==> src/rtl/updown_mod_counter.sv <==
// Up/down counter over [0, max_value] with parallel load, wrap or saturate at
// the range limits, a registered terminal-count pulse and sticky flags.
module updown_mod_counter #(
  parameter int unsigned           WIDTH       = 8,
  parameter logic [WIDTH-1:0]      RESET_VALUE = '0
) (
  input  logic             clk,
  input  logic             reset,
  input  logic             enable,
  input  logic             up_down,
  input  logic             load,
  input  logic [WIDTH-1:0] load_value,
  input  logic [WIDTH-1:0] max_value,
  input  logic             saturate,
  input  logic             clear_flags,
  output logic [WIDTH-1:0] counter_out,
  output logic             terminal_count,
  output logic             overflow,
  output logic             underflow
);

  logic [WIDTH-1:0] count_nxt;
  logic             tc_nxt;
  logic             ovf_set;
  logic             unf_set;
  logic             ovf_nxt;
  logic             unf_nxt;

  // Next count, wrap pulse and flag-set events; load beats enable, idle holds.
  always_comb begin
    count_nxt = counter_out;
    tc_nxt    = 1'b0;
    ovf_set   = 1'b0;
    unf_set   = 1'b0;
    if (load) begin
      count_nxt = (load_value > max_value) ? max_value : load_value;
    end else if (enable) begin
      if (up_down) begin
        if (counter_out < max_value) begin
          count_nxt = counter_out + WIDTH'(1);
        end else begin
          ovf_set   = 1'b1;
          count_nxt = saturate ? max_value : '0;
          tc_nxt    = ~saturate;
        end
      end else begin
        if (counter_out != '0) begin
          count_nxt = counter_out - WIDTH'(1);
        end else begin
          unf_set   = 1'b1;
          count_nxt = saturate ? '0 : max_value;
          tc_nxt    = ~saturate;
        end
      end
    end
    ovf_nxt = ovf_set | (overflow  & ~clear_flags);
    unf_nxt = unf_set | (underflow & ~clear_flags);
  end

  // Output registers with synchronous reset taking priority over everything.
  always_ff @(posedge clk) begin
    if (reset) begin
      counter_out    <= RESET_VALUE;
      terminal_count <= 1'b0;
      overflow       <= 1'b0;
      underflow      <= 1'b0;
    end else begin
      counter_out    <= count_nxt;
      terminal_count <= tc_nxt;
      overflow       <= ovf_nxt;
      underflow      <= unf_nxt;
    end
  end

endmodule

==> config.mk <==
export PLATFORM = sky130hd
export DESIGN_NAME = updown_mod_counter
export DESIGN_NICKNAME = d
export VERILOG_FILES = /design/src/rtl/updown_mod_counter.sv
export SDC_FILE = /design/constraint.sdc
export NUM_CORES = 1
export LEC_CHECK = 0
export BUFFER_PORTS_ARGS = -buffer_cell sky130_fd_sc_hd__buf_2
export CORE_MARGIN = 8
export CORE_UTILIZATION = 40
export CTS_CLUSTER_DIAMETER = 30
export DETAILED_ROUTE_END_ITERATION = 12
export SETUP_SLACK_MARGIN = 0.15
export SLEW_MARGIN = 30
export SYNTH_ARGS = -nofsm -noshare
export SYNTH_HDL_FRONTEND = slang
export SYNTH_SLANG_ARGS = --single-unit
export TNS_END_PERCENT = 20
==> constraint.sdc <==
create_clock -name clk -period 6.4 [get_ports clk]
set_input_delay 1.28 -clock clk [delete_from_list [all_inputs] [get_ports clk]]
set_output_delay 1.28 -clock clk [all_outputs]
set_load 0.02 [all_outputs]
# Yosys cells after proc, flatten, opt, wreduce, memory -nomap -nowiden

Index checks and enable logic that the tools add are counted.

Add/sub/neg operators: 2
Magnitude comparators: 2
Mux-type cells: 19
Bitwise gates (word level): 7
Reductions and logical operators: 3

Operator list:

| operator            | count |
|---|---|
| $mux 8              | 8 |
| $mux 1              | 11 |
| $add 8x1->8 const B | 1 |
| $gt 8x8->1          | 1 |
| $lt 8x8->1          | 1 |
| $reduce_bool 8->1   | 1 |
| $sub 8x1->8 const B | 1 |
| $not 1->1           | 3 |
| $reduce_or 3->1     | 1 |
| $and 1x1->1         | 2 |
| $or 1x1->1          | 2 |
| $reduce_bool 2->1   | 1 |

Bits in registers: 11
Output and inout port bits: 11
Logic and storage cells: 37

# Depth between registers and ports, before layout

Gate-level depths: netlist of the first run.

Depth in word-level cells: 6
Gate-level depth with buffers: 10
Mapped depth without buffers: 9

# Least setup slack after synthesis of the first run

Ideal clock, no wire load.

Kind: input port to flip-flop
Start: input max_value[2]
End: register counter_out[3]
Library setup time: 95 ps
Data arrival time: 3,029 ps
Data required time: 6,305 ps
Slack: 3,275 ps
Cell stages on the path: 9
Cell sequence: inv_1 ha_1 or3_1 a21oi_1 a211oi_1 nor2_2 nand2_1 a311o_1 a221oi_1

Longest elaborated chain between the ends: 5

RTL lines:

| what                   | line | text |
|---|---|---|
| start: declaration     | 13   | `input logic [WIDTH-1:0] max_value,` |
| $lt 8x8->1             | 39   | `if (counter_out < max_value) begin` |
| $mux 8                 | 39   |  |
| $mux 8                 | 38   | `if (up_down) begin` |
| $mux 8                 | 37   | `end else if (enable) begin` |
| $mux 8 (*)             | 35   | `if (load) begin` |
| end signal: assignment | 68   | `counter_out <= count_nxt;` |
| end: declaration       | 16   | `output logic [WIDTH-1:0] counter_out,` |

Mark *: on every way between the ends. The rest lies on a longest branch, timed or not. The select of a mux whose other input is x is not followed.
A chain may end at the register's enable or synchronous reset.

# Worst setup path after layout of the first run

Ends and elaborated chain as after synthesis.

==> results.py, run 1 <==
metrics = {
    "outcome": {
        "status": "finished, final reports clean",
    },
    "synth": {
        "synth_area_leader_cell": "ha_1",
        "netlist_area_um2": 1450,
        "yosysUniqueCellTypes": 50,
        "synth-edff-count": 0,
        "synth_common_cells": "ha_1 (18), a21oi_1 (17), inv_1 (16)",
        "synth.yosys.seq_area_share": 0.152,
        "synth_area_leaders": "ha_1 (16%), dfxtp_1 (15%), a21oi_1 (5.9%)",
        "syn_inst": 190,
        "synthArstFlopShare": 0,
        "yosys_warnings": 0,
        "synth_nets": 231,
        "synth.most_common_cell": "ha_1",
        "yosysTopAreaCellShare": 0.156,
        "avgSynthCellArea_um2": 7.61,
        "synth_ff_type": "dfxtp_1",
        "ys_ff_latch": 11,
    },
    "worst_setup_path": {
        "crit_type": "in -> reg",
        "critPathCaptureType": "flip-flop",
        "worstPathArrival_ns": 3.31,
        "startpoint_type": "input port",
        "required_ns": 6.59,
        "path_max_fanout": 10,
    },
    "global_routing": {
        "antenna_found_initial": 0,
        "gr-total-overflow": 0,
        "grt_pass1_vias": 1508,
        "grt_pass1_wl_um": 7250,
        "grt_usage": 0.146,
        "grt_max_degree": 16,
    },
    "run": {
        "cap_viol_max_count": 0,
    },
    "power": {
        "power_uw": 271,
        "leakagePower_uw": 0.000753,
        "p_int_uw": 153,
        "power.share.clock": 0.190,
        "ir_worst_vdd_v": 0.000125,
        "combinationalPowerShare": 0.483,
        "swShare": 0.436,
        "power.net_switching_uw": 118,
        "p_seq_frac": 0.326,
        "powerDensity_nw_per_um2": 165,
    },
    "clocking": {
        "cts_tree": "built",
        "clk_pin_slew_ns": 0.08,
        "htreeDepth": 1,
        "cts_sinks": 11,
        "hold_buffers": 0,
        "clockRootBuffer": "clkbuf_4",
        "cts_setup_buffers": 0,
        "cts_buffers": 3,
        "worstSkewPairLatency_ns": 0.28,
        "postCtsResizedCells": 0,
        "clock_path_buffers": 2,
    },
    "routing": {
        "drtPass1Iterations": 4,
        "num_vias": 1532,
        "wirelength_um": 4290,
        "ant_nets": 0,
        "drt_iter0_drc": 108,
        "drc": 0,
        "vias_per_cell": 5.78,
        "wl_per_cell_um": 16.2,
    },
    "die": {
        "die-width_um": 76.1,
        "die-area_um2": 5800,
        "fp.coreArea_um2": 3580,
        "die_h_um": 76.1,
        "initial_core_util": 0.404,
        "ioPinCount": 34,
        "fp-row-count": 22,
    },
    "sta": {
        "finalHoldWorstSlack_ns": 0.602,
        "worst_pin_slew_ns": 0.494,
        "hold_violations": 0,
        "fin_ws_ns": 3.27,
        "finalCriticalPeriod_ns": 3.13,
        "fmax_mhz": 320,
        "fin_skew_ns": 0.00384,
        "rsz0062_at_grt": "no",
        "fin_crit_sh": 0.489,
        "finalSetupViolations": 0,
        "finalSetupTns_ns": 0,
        "drv_slew": 0,
        "relSlewSlack": 0.668,
    },
    "final_layout": {
        "area_growth_syn_to_layout_pct": 13.6,
        "n_antenna_cell": 0,
        "final_nets": 259,
        "drive_above_1_share": 0.217,
    },
    "worst_hold_path": {
        "worstHoldPathType": "reg -> reg",
    },
    "placement": {
        "pre_cts_slack_ns": 2.95,
        "io_buffers": 33,
        "gp_congestion": 0.870,
        "hpwl_um": 3450,
    },
}
-- flip-flops by register name, summed over array words and instances (netlist names) --
name            count
underflow           1
terminal_count      1
overflow            1
counter_out         8
-- per-layer routing --
layer / part of all wire / track usage
met5: 0 / 0
met4: 0 / 0
met3: 0.065 / 0.0425
met2: 0.47 / 0.253
met1: 0.46 / 0.184
-- cells in the final DEF, fill, tap and decap left out, types with 2 or more instances in the layout --
master     netlist  routed
buf_2            2      33
ha_1            18      18
a21oi_1         17      17
inv_1           16      16
o21ai_0         11      11
dfxtp_1         11      11
nor2_1          10      10
nand3_1          9       9
nand2_1          9       9
nor3_1           7       7
mux2i_1          7       7
nor4_1           5       5
xnor2_1          4       4
xor2_1           4       4
a31oi_1          4       4
o22ai_1          4       4
or3_1            3       3
nand4_1          3       3
a311oi_1         3       3
clkbuf_4         0       3
nor2_2           2       2
nor2b_1          2       2
and3_1           2       2
a2111oi_2        2       2
o31ai_1          2       2
o211ai_1         2       2
a221oi_1         2       2
-- worst max-delay path, stage by stage --
cell	delay, ns
buf_2	0.10
inv_1	0.07
ha_1	0.29
or3_1	0.30
a21oi_1	0.12
a211oi_1	0.10
nor2_2	0.38
nand2_1	0.09
a311o_1	0.36
a221oi_1	0.22
-- cell families (layout without fill, tap and decap cells) --
group                      after synthesis  after routing  share of synthesized area
adders and majority gates               18             18                      0.156
muxes                                    8              8                     0.0562
xor gates and xnor gates                 8              8                     0.0484
DFF                                     11             11                      0.152
buffers and inverters                   27             54                     0.0822
AOI/OAI and AO/OA                       58             58                      0.280
and+or+nand+nor                         60             60                      0.225
-- path summary, 6_finish.rpt --
kind | startpoint | end | slack [ns] | cells past startpoint
max | max_value[2] | counter_out[3] | 3.27 | 10
min | underflow | underflow | 0.60 | 3
max reg2reg | counter_out[2] | counter_out[3] | 3.80 | 8
min reg2reg | underflow | underflow | 0.60 | 3
-- layout make-up --
cell class / count / area, µm²
clock buffer: 4 / 26.3
fill: 403 / 1940
inverter: 17 / 63.8
multi-input combinational: 152 / 1110
sequential: 11 / 220
tap: 48 / 60.1
timing repair buffer: 33 / 165
-- power by group through the flow --
stage                     registers (µW)  clock network [µW]  logic [µW]
after floorplan                     88.6                   0        96.5
after global placement              90.5                   0         131
after detailed placement            90.1                   0         130
after CTS                           88.5                52.1         131
after global routing                90.7                56.2         146
final                               88.4                51.5         131
-- stage by stage --
step / area [µm²] / utilization / std cells
after floorplan: 1450 / - / 190
after global placement: 1620 / 0.452 / 261
after detailed placement: 1620 / 0.452 / 261
after CTS: 1640 / 0.459 / 265
after global routing: 1640 / 0.459 / 265
final: 1640 / 0.459 / 265
No activity file was read; power rests on OpenSTA's default activity.
==> run 2, diff against run 1 <==
==> constraint.sdc (replaced) <==
create_clock -name clk -period 2.7 [get_ports clk]
set_input_delay 0.54 -clock clk [delete_from_list [all_inputs] [get_ports clk]]
set_output_delay 0.54 -clock clk [all_outputs]
set_load 0.02 [all_outputs]
==> run 2 against run 1 <==
Effect of this change:
- first-iteration DRC count rose by 26%
- non-clock buffer count rose by 8
- global-route usage fell by 0.15 points
- critical endpoint unchanged
- total power rose by 150%
- via count rose by 1.2%
- combinational power rose to 2.7 times the previous value
- wire length rose by 0.16%
- cell area rose by 3.7%
==> results.py, run 2 (synthesis gave the netlist of run 1 again) <==
metrics = {
    "die": {
        "fp.coreArea_um2": 3580,
        "initial_core_util": 0.404,
        "die-area_um2": 5800,
        "fp-row-count": 22,
        "ioPinCount": 34,
        "die_h_um": 76.1,
        "die-width_um": 76.1,
    },
    "final_layout": {
        "mostFrequentLayoutCell": "buf_2",
        "finalNonFillerCells": 273,
        "seqCellArea_um2": 220,
        "top_register": "counter_out",
        "largest_reg_flops": 8,
        "drive_above_1_share": 0.244,
        "final_cell_area_um2": 1700,
        "final_nets": 267,
        "multiInputGateArea_um2": 1110,
        "n_antenna_cell": 0,
        "nFillCells": 375,
        "area_growth_syn_to_layout_pct": 17.7,
        "layout_common_cells": "buf_2 (33), ha_1 (18), a21oi_1 (17)",
    },
    "routing": {
        "wirelength_um": 4300,
        "drc": 0,
        "drtPass1Iterations": 4,
        "drt_iter0_drc": 136,
        "num_vias": 1551,
        "wl_per_cell_um": 15.8,
        "ant_nets": 0,
        "vias_per_cell": 5.68,
    },
    "clocking": {
        "cts_sinks": 11,
        "worstSkewPairLatency_ns": 0.29,
        "clk_pin_slew_ns": 0.09,
        "cts_setup_buffers": 0,
        "htreeDepth": 1,
        "postCtsResizedCells": 0,
        "cts_tree": "built",
        "clock_path_buffers": 2,
        "cts_buffers": 3,
        "hold_buffers": 0,
        "clockRootBuffer": "clkbuf_4",
    },
    "sta": {
        "fin_skew_ns": 0.00353,
        "finalCriticalPeriod_ns": 2.31,
        "rsz0062_at_grt": "no",
        "finalSetupViolations": 0,
        "fmax_mhz": 433,
        "relSlewSlack": 0.663,
        "hold_violations": 0,
        "finalSetupTns_ns": 0,
        "drv_slew": 0,
        "fin_crit_sh": 0.854,
        "worst_pin_slew_ns": 0.501,
    },
    "global_routing": {
        "gr-total-overflow": 0,
        "grt_pass1_wl_um": 7110,
        "grt_usage": 0.145,
        "antenna_found_initial": 0,
        "grt_max_degree": 16,
        "grt_pass1_vias": 1553,
    },
    "worst_setup_path": {
        "required_ns": 2.90,
        "path_max_fanout": 5,
        "worstPathArrival_ns": 2.51,
        "startpoint_type": "input port",
        "critPathCaptureType": "flip-flop",
        "crit_type": "in -> reg",
    },
    "power": {
        "power.share.clock": 0.198,
        "combinationalPowerShare": 0.522,
        "powerDensity_nw_per_um2": 394,
        "p_seq_frac": 0.281,
        "swShare": 0.435,
        "leakagePower_uw": 0.000793,
        "power.net_switching_uw": 292,
        "ir_worst_vdd_v": 0.000166,
        "p_int_uw": 379,
        "power_uw": 670,
    },
    "placement": {
        "dp_cells": 269,
        "gp_congestion": 0.912,
        "io_buffers": 33,
        "hpwl_um": 3450,
        "place_area_um2": 1680,
    },
    "worst_hold_path": {
        "worstHoldPathType": "in -> reg",
    },
    "run": {
        "cap_viol_max_count": 0,
    },
    "outcome": {
        "status": "finished, final reports clean",
    },
}
run 2: path summary, 6_finish.rpt:
path,from,endpoint,slack [ns],depth (start not counted)
setup reg to reg,counter_out[1],counter_out[2],0.41,9
hold reg to reg,overflow,overflow,0.60,3
setup / recovery,max_value[3],counter_out[3],0.39,10
hold / removal,load_value[6],counter_out[6],0.54,3
run 2: through the flow:
| step | hold slack (ns) | setup slack (ns) | utilization |
|---|---|---|---|
| floorplan | 0.619 | 0.315 | - |
| global placement | 0.592 | 0.127 | 0.469 |
| detailed placement | 0.583 | 0.111 | 0.469 |
| CTS | 0.543 | 0.410 | 0.476 |
| global route | 0.565 | 0.268 | 0.476 |
| finish | 0.537 | 0.393 | 0.476 |
run 2: power by group through the flow:
stage / Clock (µW) / Sequential, µW / Combinational (µW)
2_1_floorplan: 0 / 210 / 229
3_3_place_gp: 0 / 192 / 348
3_5_place_dp: 0 / 192 / 346
4_1_cts: 132 / 188 / 348
5_1_grt: 138 / 190 / 386
6_report: 133 / 188 / 350
run 2: critical path, stage by stage:
cell,delay [ns]
buf_2,0.12
inv_1,0.07
ha_1,0.22
or3_1,0.37
a21oi_1,0.13
a211oi_1,0.10
nor2_2,0.25
nand2_1,0.10
a311o_1,0.36
a221oi_1,0.25
run 2: layer usage:
| layer | part of all wire | track usage | vias to the layer above |
|---|---|---|---|
| met5 | 0 | 0 | - |
| met4 | 0.0063 | 0.0288 | 0 |
| met3 | 0.075 | 0.0425 | 3 |
| met2 | 0.47 | 0.243 | 56 |
| met1 | 0.45 | 0.177 | 707 |
| li1 | - | - | 785 |
run 2: layout make-up:
cell class,count,share of cell area
inverter,17,0.0375
sequential,11,0.129
timing repair buffer,41,0.132
multi-input combinational,152,0.650
clock buffer,4,0.0154
tap,48,0.0353
